## src/rtl/uart_pkg.sv

```systemverilog
// rtl/uart_pkg.sv - shared constants and state type for the UART receive path
package uart_pkg;

  localparam int OVERSAMPLE = 16;
  localparam int CNT_W = $clog2(OVERSAMPLE);
  localparam int DEFAULT_SAMPLE_POINT = 7;

  typedef enum logic [2:0] {
    IDLE,
    START,
    DATA,
    STOP,
    BREAK
  } rx_state_t;

endpackage

```

## src/rtl/bit_sample_counter.sv

```systemverilog
// rtl/bit_sample_counter.sv - oversampling position counter within one bit period
module bit_sample_counter
  import uart_pkg::*;
(
  input  logic             clk_i,
  input  logic             rst_i,
  input  logic             en_i,
  output logic [CNT_W-1:0] count_o
);

  // Held at zero while disabled so every frame starts counting from bit phase 0.
  always_ff @(posedge clk_i or posedge rst_i) begin
    if (rst_i) begin
      count_o <= '0;
    end else if (!en_i) begin
      count_o <= '0;
    end else begin
      count_o <= count_o + 1'b1;
    end
  end

endmodule

```

## src/rtl/uart_rx_ctrl.sv

```systemverilog
// rtl/uart_rx_ctrl.sv - UART receive sequencer with mid-bit sampling and valid/ready output
module uart_rx_ctrl
  import uart_pkg::*;
#(
  parameter int DATA_BITS    = 8,
  parameter int SAMPLE_POINT = DEFAULT_SAMPLE_POINT
) (
  input  logic                 clk_i,
  input  logic                 rst_i,
  input  logic                 rx_i,
  input  logic                 ready_i,
  output logic [DATA_BITS-1:0] data_o,
  output logic                 valid_o,
  output logic                 frame_err_o,
  output logic                 overrun_o,
  output logic                 busy_o
);

  localparam int IDX_W = $clog2(DATA_BITS + 1);
  localparam logic [IDX_W-1:0] LAST_IDX = IDX_W'(DATA_BITS - 1);
  localparam logic [CNT_W-1:0] SAMPLE_CNT = CNT_W'(SAMPLE_POINT);

  logic                 rx_meta;
  logic                 rx_s;
  rx_state_t            state;
  logic [DATA_BITS-1:0] shift;
  logic [IDX_W-1:0]     bit_idx;
  logic [CNT_W-1:0]     count;
  logic                 cnt_en;
  logic                 sample;

  always_ff @(posedge clk_i or posedge rst_i) begin
    if (rst_i) begin
      rx_meta <= 1'b1;
      rx_s    <= 1'b1;
    end else begin
      rx_meta <= rx_i;
      rx_s    <= rx_meta;
    end
  end

  // Counter runs continuously across START/DATA/STOP so samples stay 16 clocks apart.
  assign cnt_en = (state == START) || (state == DATA) || (state == STOP);
  assign sample = (count == SAMPLE_CNT);

  bit_sample_counter u_counter (
    .clk_i  (clk_i),
    .rst_i  (rst_i),
    .en_i   (cnt_en),
    .count_o(count)
  );

  always_ff @(posedge clk_i or posedge rst_i) begin
    if (rst_i) begin
      state       <= IDLE;
      shift       <= '0;
      bit_idx     <= '0;
      data_o      <= '0;
      valid_o     <= 1'b0;
      frame_err_o <= 1'b0;
      overrun_o   <= 1'b0;
      busy_o      <= 1'b0;
    end else begin
      frame_err_o <= 1'b0;
      overrun_o   <= 1'b0;
      if (valid_o && ready_i) begin
        valid_o <= 1'b0;
      end
      case (state)
        IDLE: begin
          if (!rx_s) begin
            state  <= START;
            busy_o <= 1'b1;
          end
        end
        START: begin
          if (sample) begin
            if (!rx_s) begin
              state   <= DATA;
              bit_idx <= '0;
            end else begin
              state  <= IDLE;
              busy_o <= 1'b0;
            end
          end
        end
        DATA: begin
          if (sample) begin
            shift   <= {rx_s, shift[DATA_BITS-1:1]};
            bit_idx <= bit_idx + 1'b1;
            if (bit_idx == LAST_IDX) begin
              state <= STOP;
            end
          end
        end
        STOP: begin
          if (sample) begin
            if (rx_s) begin
              // A word still pending and not taken this cycle is lost to the new one.
              data_o    <= shift;
              valid_o   <= 1'b1;
              overrun_o <= valid_o && !ready_i;
              state     <= IDLE;
              busy_o    <= 1'b0;
            end else begin
              frame_err_o <= 1'b1;
              state       <= BREAK;
            end
          end
        end
        BREAK: begin
          if (rx_s) begin
            state  <= IDLE;
            busy_o <= 1'b0;
          end
        end
        default: begin
          state  <= IDLE;
          busy_o <= 1'b0;
        end
      endcase
    end
  end

endmodule

```

## config.mk

```make
export PLATFORM = sky130hd
export DESIGN_NAME = uart_rx_ctrl
export DESIGN_NICKNAME = d
export VERILOG_FILES = /design/src/rtl/uart_pkg.sv /design/src/rtl/bit_sample_counter.sv /design/src/rtl/uart_rx_ctrl.sv
export SDC_FILE = /design/constraint.sdc
export NUM_CORES = 1
export LEC_CHECK = 0
export ABC_CLOCK_PERIOD_IN_PS = 2160
export CORE_MARGIN = 5
export CORE_UTILIZATION = 45
export DETAILED_ROUTE_END_ITERATION = 8
export PLACE_DENSITY_LB_ADDON = 0.05
export SLEW_MARGIN = 5
export SYNTH_ARGS = -nofsm -noshare
export SYNTH_HDL_FRONTEND = slang
export SYNTH_HIERARCHICAL = 1
export SYNTH_SLANG_ARGS = --single-unit
```

## constraint.sdc

```tcl
create_clock -name clk_i -period 2.16 [get_ports clk_i]
set_clock_uncertainty 0.05 [all_clocks]
set_input_delay 0.324 -clock clk_i [delete_from_list [all_inputs] [get_ports clk_i]]
set_output_delay 0.324 -clock clk_i [all_outputs]
set_load 0.03 [all_outputs]
```

-- Word-level counts from Yosys, hierarchy flattened
Index checks and enable logic that the tools add are counted.
- RAM bits: 0
- register bits: 33
- output and inout bits: 12
- bits in latches: 0
- memories: 0
- bits in read-only memories: 0
- input bits: 4
- $lt $le $gt $ge: 0
- $add $sub $neg: 2
- mux-type cells: 28
- divide/modulo/power cells: 0
- equality and inequality tests: 14
- reductions and logical operators: 13
- bitwise logic cells: 1
- shift operators: 0
- $mul: 0
- operators by type and width (operator ; number):
    $mux 3 ; 7
    $mux 4 ; 4
    $pmux 3 s5 ; 1
    $mux 1 ; 13
    $ne 2x2->1 const B ; 6
    $add 4x1->4 const B ; 2
    $eq 4x3->1 const B ; 2
    $pmux 4 s2 ; 1
    $eq 3x2->1 const B ; 2
    $reduce_and 3->1 ; 2
    $reduce_and 6->1 ; 1
    $ne 2x1->1 const B ; 2
    $pmux 1 s4 ; 1
    $reduce_and 4->1 ; 1
    $eq 3x1->1 const B ; 1
    $eq 3x3->1 const B ; 1
    $logic_not 3->1 ; 1
    $logic_and 1x1->1 ; 2
    $logic_or 1x1->1 ; 2
    $mux 2 ; 1
    $reduce_and 2->1 ; 1
    $reduce_bool 2->1 ; 1
    $reduce_or 2->1 ; 1
    $logic_not 1->1 ; 1
    $not 1->1 ; 1

-- Logic depth before layout (Yosys ltp)
- word-level depth: 5
- gate-level depth with buffers: 5

-- Hierarchy
The synthesis kept the hierarchy.
- by module, submodules not included (module ; instances ; area each (um2) ; cells an instance ; sequential area each (um2)):
    uart_rx_ctrl ; 1 ; 1278.7 ; 98 ; 728.2
    bit_sample_counter ; 1 ; 168.9 ; 14 ; 100.1

-- Least setup slack after synthesis
OpenSTA, ideal clock, no wires.
- kind: register -> register
- start point: register rx_s
- end point: register data_o[0]
- cell stages (with the launch flop): 5
- data arrival time: 1554 ps
- buffers on the path: 1
- path slack: 431 ps
- library setup time: 125 ps
- required time: 1985 ps
- path through: dfstp_2 inv_1 or4_4 buf_6 mux2_4
- word-level cells in the longest chain between the ends: 1
- ends and longest elaborated chain (element ; line ; text):
    start, declared ; uart_rx_ctrl.sv:24 ; logic rx_s;
    start signal, assigned ; uart_rx_ctrl.sv:38 ; rx_s <= rx_meta;
    $reduce_and 3->1 (no source line) ; n/a ;
    end signal, assigned ; uart_rx_ctrl.sv:100 ; data_o <= shift;
    end, declared ; uart_rx_ctrl.sv:12 ; output logic [DATA_BITS-1:0] data_o,
Every way passes these cells.
A chain may end at the register's enable or synchronous reset.

-- Final worst setup path
- start point: register rx_s
- end point: register data_o[2]
Same word-level chain as after synthesis.

==> metrics.md <==
| Metric | Value |
|---|---|
| Status | `finished clean` |
| Antenna violations before repair | `0` |
| Final global-route overflow total | `0` |
| Drt drc | `0` |
| Post-route ant nets | `0` |
| CTS clk-pin slew, worst paths | `0.09 ns` |
| Maximum vdd drop | `0.474 mV` |
| Largest cells by area after synthesis | `dfrtp_1, mux2_4, mux2_2, dfstp_2, nand2b_1` |
| Slew margin rel. | `75.9%` |
| Fin. Hold Viols | `0` |
| Crit path DAT | `1.97 ns` |
| Max clock buf depth | `2` |
| Number of global-route vias before repair | `899` |
| Root buf cell | `clkbuf_4` |
| Cell taking the most area after synthesis | `dfrtp_1` |
| Seq/Total Area, Yosys | `57.2%` |
| Post-Synthesis Cell Area | `1450 um2` |
| WL/cell | `13.3 um` |
| RSZ-0062 raised after global routing | `false` |
| Post-CTS setup buffers | `0` |
| Post-synth EDFFs | `0` |
| Part of the cycle the worst path needs | `83.4%` |
| Yosys warnings | `6` |
| Top FF cell, synth | `dfrtp_1` |
| Worst Path Class, Setup | `reg2reg` |
| Cell with the most instances after synthesis | `dfrtp_1` |
| Cell variety after synth | `34` |
| CP required | `2.33 ns` |
| Fin area | `1700 um2` |
| CTS tree | `done` |
| CTS sink cnt | `33` |
| Synth Net Count | `118` |
| Clk_lat worst skew | `0.33 ns` |
| Routed wire length | `2330 um` |
| Max Cap Violations | `0` |
| Boundary Pins | `16` |
| Vias/cell | `5.02` |
| Core Region | `3080 um2` |
| Slowest-stage cell, CP | `or4_4` |
| H-Tree Depth | `2` |
| Fmax | `555 MHz` |
| Final setup vio count | `0` |
| CTS Hold Bufs | `0` |
| HP Class | `in2async` |
| Num rows | `20` |
| Largest net degree at the start of global routing | `30` |
| Post-synthesis register bit count | `33` |
| Total GRT Usage | `12.9%` |
| Post-synth top area share | `53.6%` |
| # nets final | `137` |
| Drt pass-1 iters | `2` |
| Die H | `66.7 um` |
| Area delta synth->final | `17.7%` |
| Post-Synthesis Cells | `112` |
| Commonest cells in the netlist | `dfrtp_1, mux2_2, mux2_4, inv_1` |
| # resized after CTS | `0` |
| PD cells | `833 nW/um2` |
| Routability cong. | `0.775` |
| Placed instance area | `1650 um2` |
| Starting DRC count in detailed routing | `28` |
| Fillers | `285` |
| Worst setup SP type | `register` |
| Asr flop ratio synth | `100%` |
| Die ar. | `4450 um2` |
| Setup TNS Final | `0 ns` |
| CP endpoint kind | `register` |
| First-pass GRT wire length | `4200 um` |
| CP Cell Sequence | `inv_1 -> or4_4 -> mux2_4` |
| Die W | `66.7 um` |
| Syn avg cell area | `12.9 um2` |
| Initial Utilization | `47.0%` |
| Post-DP HPWL | `1630 um` |
| Layout cells sized above 1 | `22.0%` |
| Fin crit period | `1.80 ns` |
| Post-Route Utilization | `55.4%` |
| DR vias | `883` |
| Largest fanout on the critical path | `10` |
| Worst slew pin tran | `0.362 ns` |
| Crit-path max cell delay | `0.65 ns` |
| Total CTS buffers | `5` |
| Leakage | `0.811 nW` |
| # port buffers | `15` |
| Slew Limit Fails | `0` |
| N_diodes | `0` |
[sequential cells by signal, summed over array words and instances, names as in the netlist]
signal / cells
data_o: 8
overrun_o: 1
rx_meta: 1
u_counter/count_o: 4
frame_err_o: 1
busy_o: 1
state: 3
shift: 8
bit_idx: 4
rx_s: 1
valid_o: 1
[critical path, delay by kind of cell (launching register included)]
family                 cells  cell delay (ns)
buffers and inverters      1             0.05
DFF                        1             0.61
muxes                      1             0.33
and+or+nand+nor            1             0.65
[path summary, 6_finish.rpt]
check / cells past startpoint / slack (ns) / endpoint / from
setup reg to reg: 3 / 0.36 / data_o[2] / rx_s
hold / removal: 2 / 0.16 / u_counter/count_o[2] / rst_i
hold reg to reg: 0 / 0.30 / rx_s / rx_meta
max in group asynchronous: 3 / 1.52 / rx_meta / rst_i
setup / recovery: 3 / 0.36 / data_o[2] / rx_s
min in group clk_i: 0 / 0.30 / rx_s / rx_meta
[cell usage in the layout, fill, tap and decap left out, types with 2 or more instances in the layout]
| cell | synthesis | final |
|---|---|---|
| clkinv_2 | 0 | 2 |
| nand4b_1 | 2 | 2 |
| and2_1 | 2 | 2 |
| inv_1 | 6 | 6 |
| dfrtp_1 | 31 | 31 |
| clkdlybuf4s50_1 | 0 | 15 |
| mux2i_1 | 2 | 2 |
| o21ai_0 | 4 | 4 |
| dfstp_2 | 2 | 2 |
| a21oi_1 | 4 | 4 |
| nand2b_1 | 5 | 5 |
| nor2_1 | 5 | 5 |
| ha_1 | 2 | 2 |
| nor2b_1 | 2 | 2 |
| mux2_4 | 8 | 8 |
| clkbuf_4 | 0 | 5 |
| or3_1 | 2 | 2 |
| mux2_2 | 8 | 8 |
| nand3_1 | 2 | 2 |
| and4b_1 | 2 | 2 |
| a211oi_1 | 3 | 3 |
| nand2_1 | 3 | 3 |
[report_power, final]
group | switching (W) | internal [W]
Sequential | 0.0000886 | 0.000700
Clock | 0.000198 | 0.000124
Combinational | 0.000153 | 0.000157
[per-layer routing]
metal	share of wire (%)	GRT usage [%]	wire, um
met3	5.3	5.73	123
met5	0	0	0
met4	1.8	5.33	43
met1	47	15.4	1090
met2	46	20.2	1070
[cells by family after synthesis]
logic type / count (synthesis) / share of synthesized area [%]
AOI/OAI and AO/OA: 16 / 7.00
xor gates and xnor gates: 1 / 0.605
adders and majority gates: 2 / 1.73
buffers and inverters: 11 / 3.46
DFF: 33 / 57.2
muxes: 19 / 16.7
and+or+nand+nor: 30 / 13.3
[layout make-up]
type                       instances  area, um2  area share (%)
sequential                        33        828            48.6
multi-input combinational         68        569            33.4
timing repair buffer              17        178            10.4
tap                               44       55.1            3.23
clock buffer                       6       41.3            2.42
inverter                           6       22.5            1.32
clock inverter                     2       10.0           0.587
[per-stage QoR]
step           hold slack (ns)  setup WS (ns)  power, W  cells
2_1_floorplan           0.0401          0.431   0.00102    112
3_5_place_dp             0.298          0.352   0.00112    168
4_1_cts                  0.142          0.334   0.00145    176
5_1_grt                  0.168          0.279   0.00153    176
3_3_place_gp             0.306          0.388   0.00111    168
6_report                 0.155          0.358   0.00142    176
No activity file was read; power rests on OpenSTA's default activity.
==> RTL edit 1: new RTL, same flow settings <==
One comparison of `bit_idx` changes from == to >=.
--- a/src/rtl/uart_rx_ctrl.sv
+++ b/src/rtl/uart_rx_ctrl.sv
@@ -88,7 +88,7 @@
           if (sample) begin
             shift   <= {rx_s, shift[DATA_BITS-1:1]};
             bit_idx <= bit_idx + 1'b1;
-            if (bit_idx == LAST_IDX) begin
+            if (bit_idx >= LAST_IDX) begin
               state <= STOP;
             end
           end
Check against the original RTL: no difference found for any inputs over 10 cycles, from zero or initial values and one cycle with rst_i high; that may be too few to reach the edited logic, so the function may still have changed.
==> RTL edit 1 against the original RTL <==
Wire length up 8.9%. Power increased by 3.2%. Non-clock buffer count unchanged. Critical path depth fell by 2. Sequential cell count did not move. Area after synthesis down 0.60%. Sequential power up 0.6%. Final area down 0.37%. Synthesized cell count decreased by 0.89%. Via count grew 6.6%. Setup slack improved by 34 ps. Register-to-register slack better by 80 ps.
==> RTL edit 1: results (changes against the original RTL) <==
status=finished clean; slowest CP cell=clkdlybuf4s50_1; post-route setup slack=392 ps (+34.2 ps); DR pass1 iterations=4 (+2); Distinct cells, synth=37 (+8.8%); Via Count=941 (+6.6%); Cell Area, Placed=1640 µm² (-0.83%); DRT Wirelength=2.54 mm (+8.9%); critical path's top delay family=buffers and inverters; CP Max Fanout=3 (-7); pre-CTS setup slack=460 ps (+108 ps); r2r endpoint=shift[6]$_DFFE_PP0P_; R2R cell count=4 (+1); total of fill cells in the finished design=282 (-1.1%); GPL Wtd Cong=0.786 (+1.4%); CP arrival=1390 ps (-580 ps); largest stage delay on the critical path=690 ps (+40 ps); Synth area leaders=dfrtp_1, mux2_2, dfstp_2, a221oi_1, a21oi_1; Syn Nets=117 (-0.85%); register area share after synthesis=57.6% (+0.35 points); dpl hpwl=1.78 mm (+9.1%); internal power=0.997 mW (+1.7%); DRT iter0 DRCs=41 (+46%); vias in the first global route=960 (+6.8%); Max transition margin=69.7% (-6.2 points); reg2reg start=u_counter/count_o[3]$_DFF_PP0_; Overall Global Routing Usage=13.6% (+0.74 points); first-pass GRT wire length=4.42 mm (+5.4%); layout cells sized above 1=24.8% (+2.8 points); Layout Nets=138 (+0.73%)
[RTL edit 1: cell type report]
class	instances	area, µm²	share of cell area [%]
clock buffer	8	58.8	3.46
inverter	6	22.5	1.33
multi-input combinational	69	568	33.5
sequential	33	828	48.8
tap	44	55.1	3.24
timing repair buffer	17	165	9.73
[RTL edit 1: worst max-delay path by stage]
stage | startpoint | endpoint | depth (start not counted)
CTS | busy_o$_DFFE_PP0P_ | busy_o | 1
detailed placement | u_counter/count_o[3]$_DFF_PP0_ | shift[6]$_DFFE_PP0P_ | 4
global placement | state[0]$_DFFE_PP0P_ | data_o[4]$_DFFE_PP0P_ | 3
floorplan | u_counter/count_o[3]$_DFF_PP0_ | shift[0]$_DFFE_PP0P_ | 3
global route | busy_o$_DFFE_PP0P_ | busy_o | 1
finish | busy_o$_DFFE_PP0P_ | busy_o | 1
[RTL edit 1: cell families (layout without fill, tap and decap cells)]
group,Yosys count,in the layout,synth area share [%]
compound gates,19,19,8.70
buf+inv,9,31,2.96
fa+ha+maj,3,3,2.43
mux,17,17,13.2
flops,33,33,57.6
xor+xnor,1,1,0.609
simple gates,29,29,14.5
[RTL edit 1: layer usage]
metal | global-route usage, % | part of all wire (%) | vias to the layer above
met4 | 6.35 | 1.5 | 0
met3 | 5.06 | 5.0 | 4
met1 | 16.3 | 44 | 466
met2 | 21.7 | 49 | 25
met5 | 0 | 0 | -
li1 | - | - | 446
[RTL edit 1: power groups by stage]
stage | sequential [mW] | clock [mW] | combinational, mW
floorplan | 0.796 | 0 | 0.238
global placement | 0.801 | 0 | 0.304
detailed placement | 0.806 | 0 | 0.315
CTS | 0.794 | 0.370 | 0.319
global route | 0.807 | 0.402 | 0.351
finish | 0.794 | 0.357 | 0.314
[RTL edit 1: metrics by stage]
step / instances / hold WS [ps] / total power, mW
floorplan: 111 / 40.1 / 1.03
global placement: 169 / 296 / 1.11
detailed placement: 169 / 301 / 1.12
CTS: 177 / 147 / 1.48
global route: 177 / 160 / 1.56
finish: 177 / 150 / 1.46
==> RTL edit 2: new RTL, same flow settings <==
Made on the original files. The parameter `DATA_BITS` goes from 8 to 32.
--- a/src/rtl/uart_rx_ctrl.sv
+++ b/src/rtl/uart_rx_ctrl.sv
@@ -2,7 +2,7 @@
 module uart_rx_ctrl
   import uart_pkg::*;
 #(
-  parameter int DATA_BITS    = 8,
+  parameter int DATA_BITS    = 32,
   parameter int SAMPLE_POINT = DEFAULT_SAMPLE_POINT
 ) (
   input  logic                 clk_i,
Interface: changed (resized data_o); port bits go from 16 to 40. No check against the original RTL was run, so the function may have changed too.
==> RTL edit 2 against the original RTL <==
Non-clock buffer count up 28. Setup slack improved by 2.1 ps. Core utilization rose by 0.89 points. Count of clock-buffer cells in the layout is 5 higher. Final cell count up 110%. Clock power grew to 3.7 times the old value. Final area is 140% higher. Synthesized cell count grew 99%. Power rose by 130%. Sequential cell count increased by 50. Via count rose by 110%. Area after synthesis increased by 130%. Wire length is 140% higher. Maximum frequency rose by 0.12%. Critical endpoint is now shift[13]$_DFFE_PP0P_.
==> RTL edit 2: results (changes against the original RTL) <==
status=finished clean; DR pass1 iterations=4 (+2); XOR/XNOR share of the synthesized area=0.795% (+0.19 points); r2r endpoint=shift[13]$_DFFE_PP0P_; R2R cell count=4 (+1); Max transition margin=69.1% (-6.8 points); post-synthesis mux area share=22.4% (+5.7 points); maximum VDD drop=0.000424 V (-11%); GPL Wtd Cong=0.770 (-0.71%); largest stage delay on the critical path=550 ps (-100 ps); largest net degree at the start of global routing=36 (+20%); number of I/O port buffers=39 (+24); clock transition at the registers of the reported paths=70 ps (-20 ps); slowest CP cell=dfrtp_1; Vias per Instance=5.05 (+0.73%); Distinct cells, synth=35 (+2.9%); Leak=1.91 nW (+140%); critical path's top delay family=flip-flops; Synth Area in Compound Gates=3.22% (-3.8 points); CP Max Fanout=35 (+25); top cells by count, synth=dfrtp_1, mux2_2, nor2_1, nand2_1, a21oi_1; Layout Nets=275 (+100%); first-pass GRT wire length=9.74 mm (+130%); vias in the first global route=2041 (+130%); largest registers=data_o (32), shift (32), bit_idx (6); internal power=2.46 mW (+150%); Clk Tree Root Cell=clkbuf_8; total of fill cells in the finished design=626 (+120%); cts bufs inserted=9 (+4); worst hold slack=198 ps (+42.6 ps); layout cells sized above 1=33.7% (+12 points); DRT Wirelength=5.57 mm (+140%); Synth area leaders=dfrtp_1, mux2_2, dfstp_2, nor2_1, buf_4; H-Tree Level Count=3 (+1)
==> RTL edit 2: cell types whose count changed in the layout (fill, tap and decap cells not counted), sizes merged, moves of 3 or more <==
cell,unedited run,this run
inv,6,3
nand2,3,8
clkdlybuf4s50,15,39
dfrtp,31,81
clkinvlp,0,3
nor2,5,10
buf,2,6
nor3,1,4
clkbuf,6,11
mux2,17,64
==> RTL edit 2: final cells by class <==
| class | count | area share (%) |
|---|---|---|
| Sequential cell | 83 | 51.2 |
| Multi-Input combinational cell | 126 | 28.3 |
| Timing Repair Buffer | 45 | 11.7 |
| Clock buffer | 11 | 3.48 |
| Tap cell | 99 | 3.05 |
| Clock inverter | 4 | 1.85 |
| Inverter | 4 | 0.462 |
==> RTL edit 2: power groups by stage <==
stage | sequential (mW) | clock, mW | combinational [mW]
floorplan | 1.72 | 0 | 0.278
global placement | 1.75 | 0 | 0.347
detailed placement | 1.75 | 0 | 0.351
CTS | 1.72 | 1.25 | 0.351
global route | 1.73 | 1.32 | 0.399
finish | 1.72 | 1.20 | 0.344
==> RTL edit 2: layer usage <==
layer	track usage [%]	routed length, µm
met5	0	0
met4	4.62	35
met3	4.93	286
met2	22.1	2730
met1	17.8	2520
==> RTL edit 2: kinds of logic (layout without fill, tap and decap cells) <==
group / after synthesis / in the layout
AO/OA/AOI/OAI: 14 / 14
flip-flops: 83 / 83
multiplexers: 66 / 66
buffers and inverters: 14 / 64
AND/OR/NAND/NOR: 41 / 41
XOR/XNOR: 3 / 3
adder cells (fa/ha/maj): 2 / 2
==> RTL edit 2: stage by stage <==
stage	std cells	setup WS, ps	cell area [µm²]	power (mW)
final	372	360	4060	3.27
after detailed placement	357	366	3840	2.10
after global placement	357	407	3840	2.09
after floorplan	223	380	3310	2.00
after CTS	372	359	4060	3.32
after global routing	372	284	4060	3.45
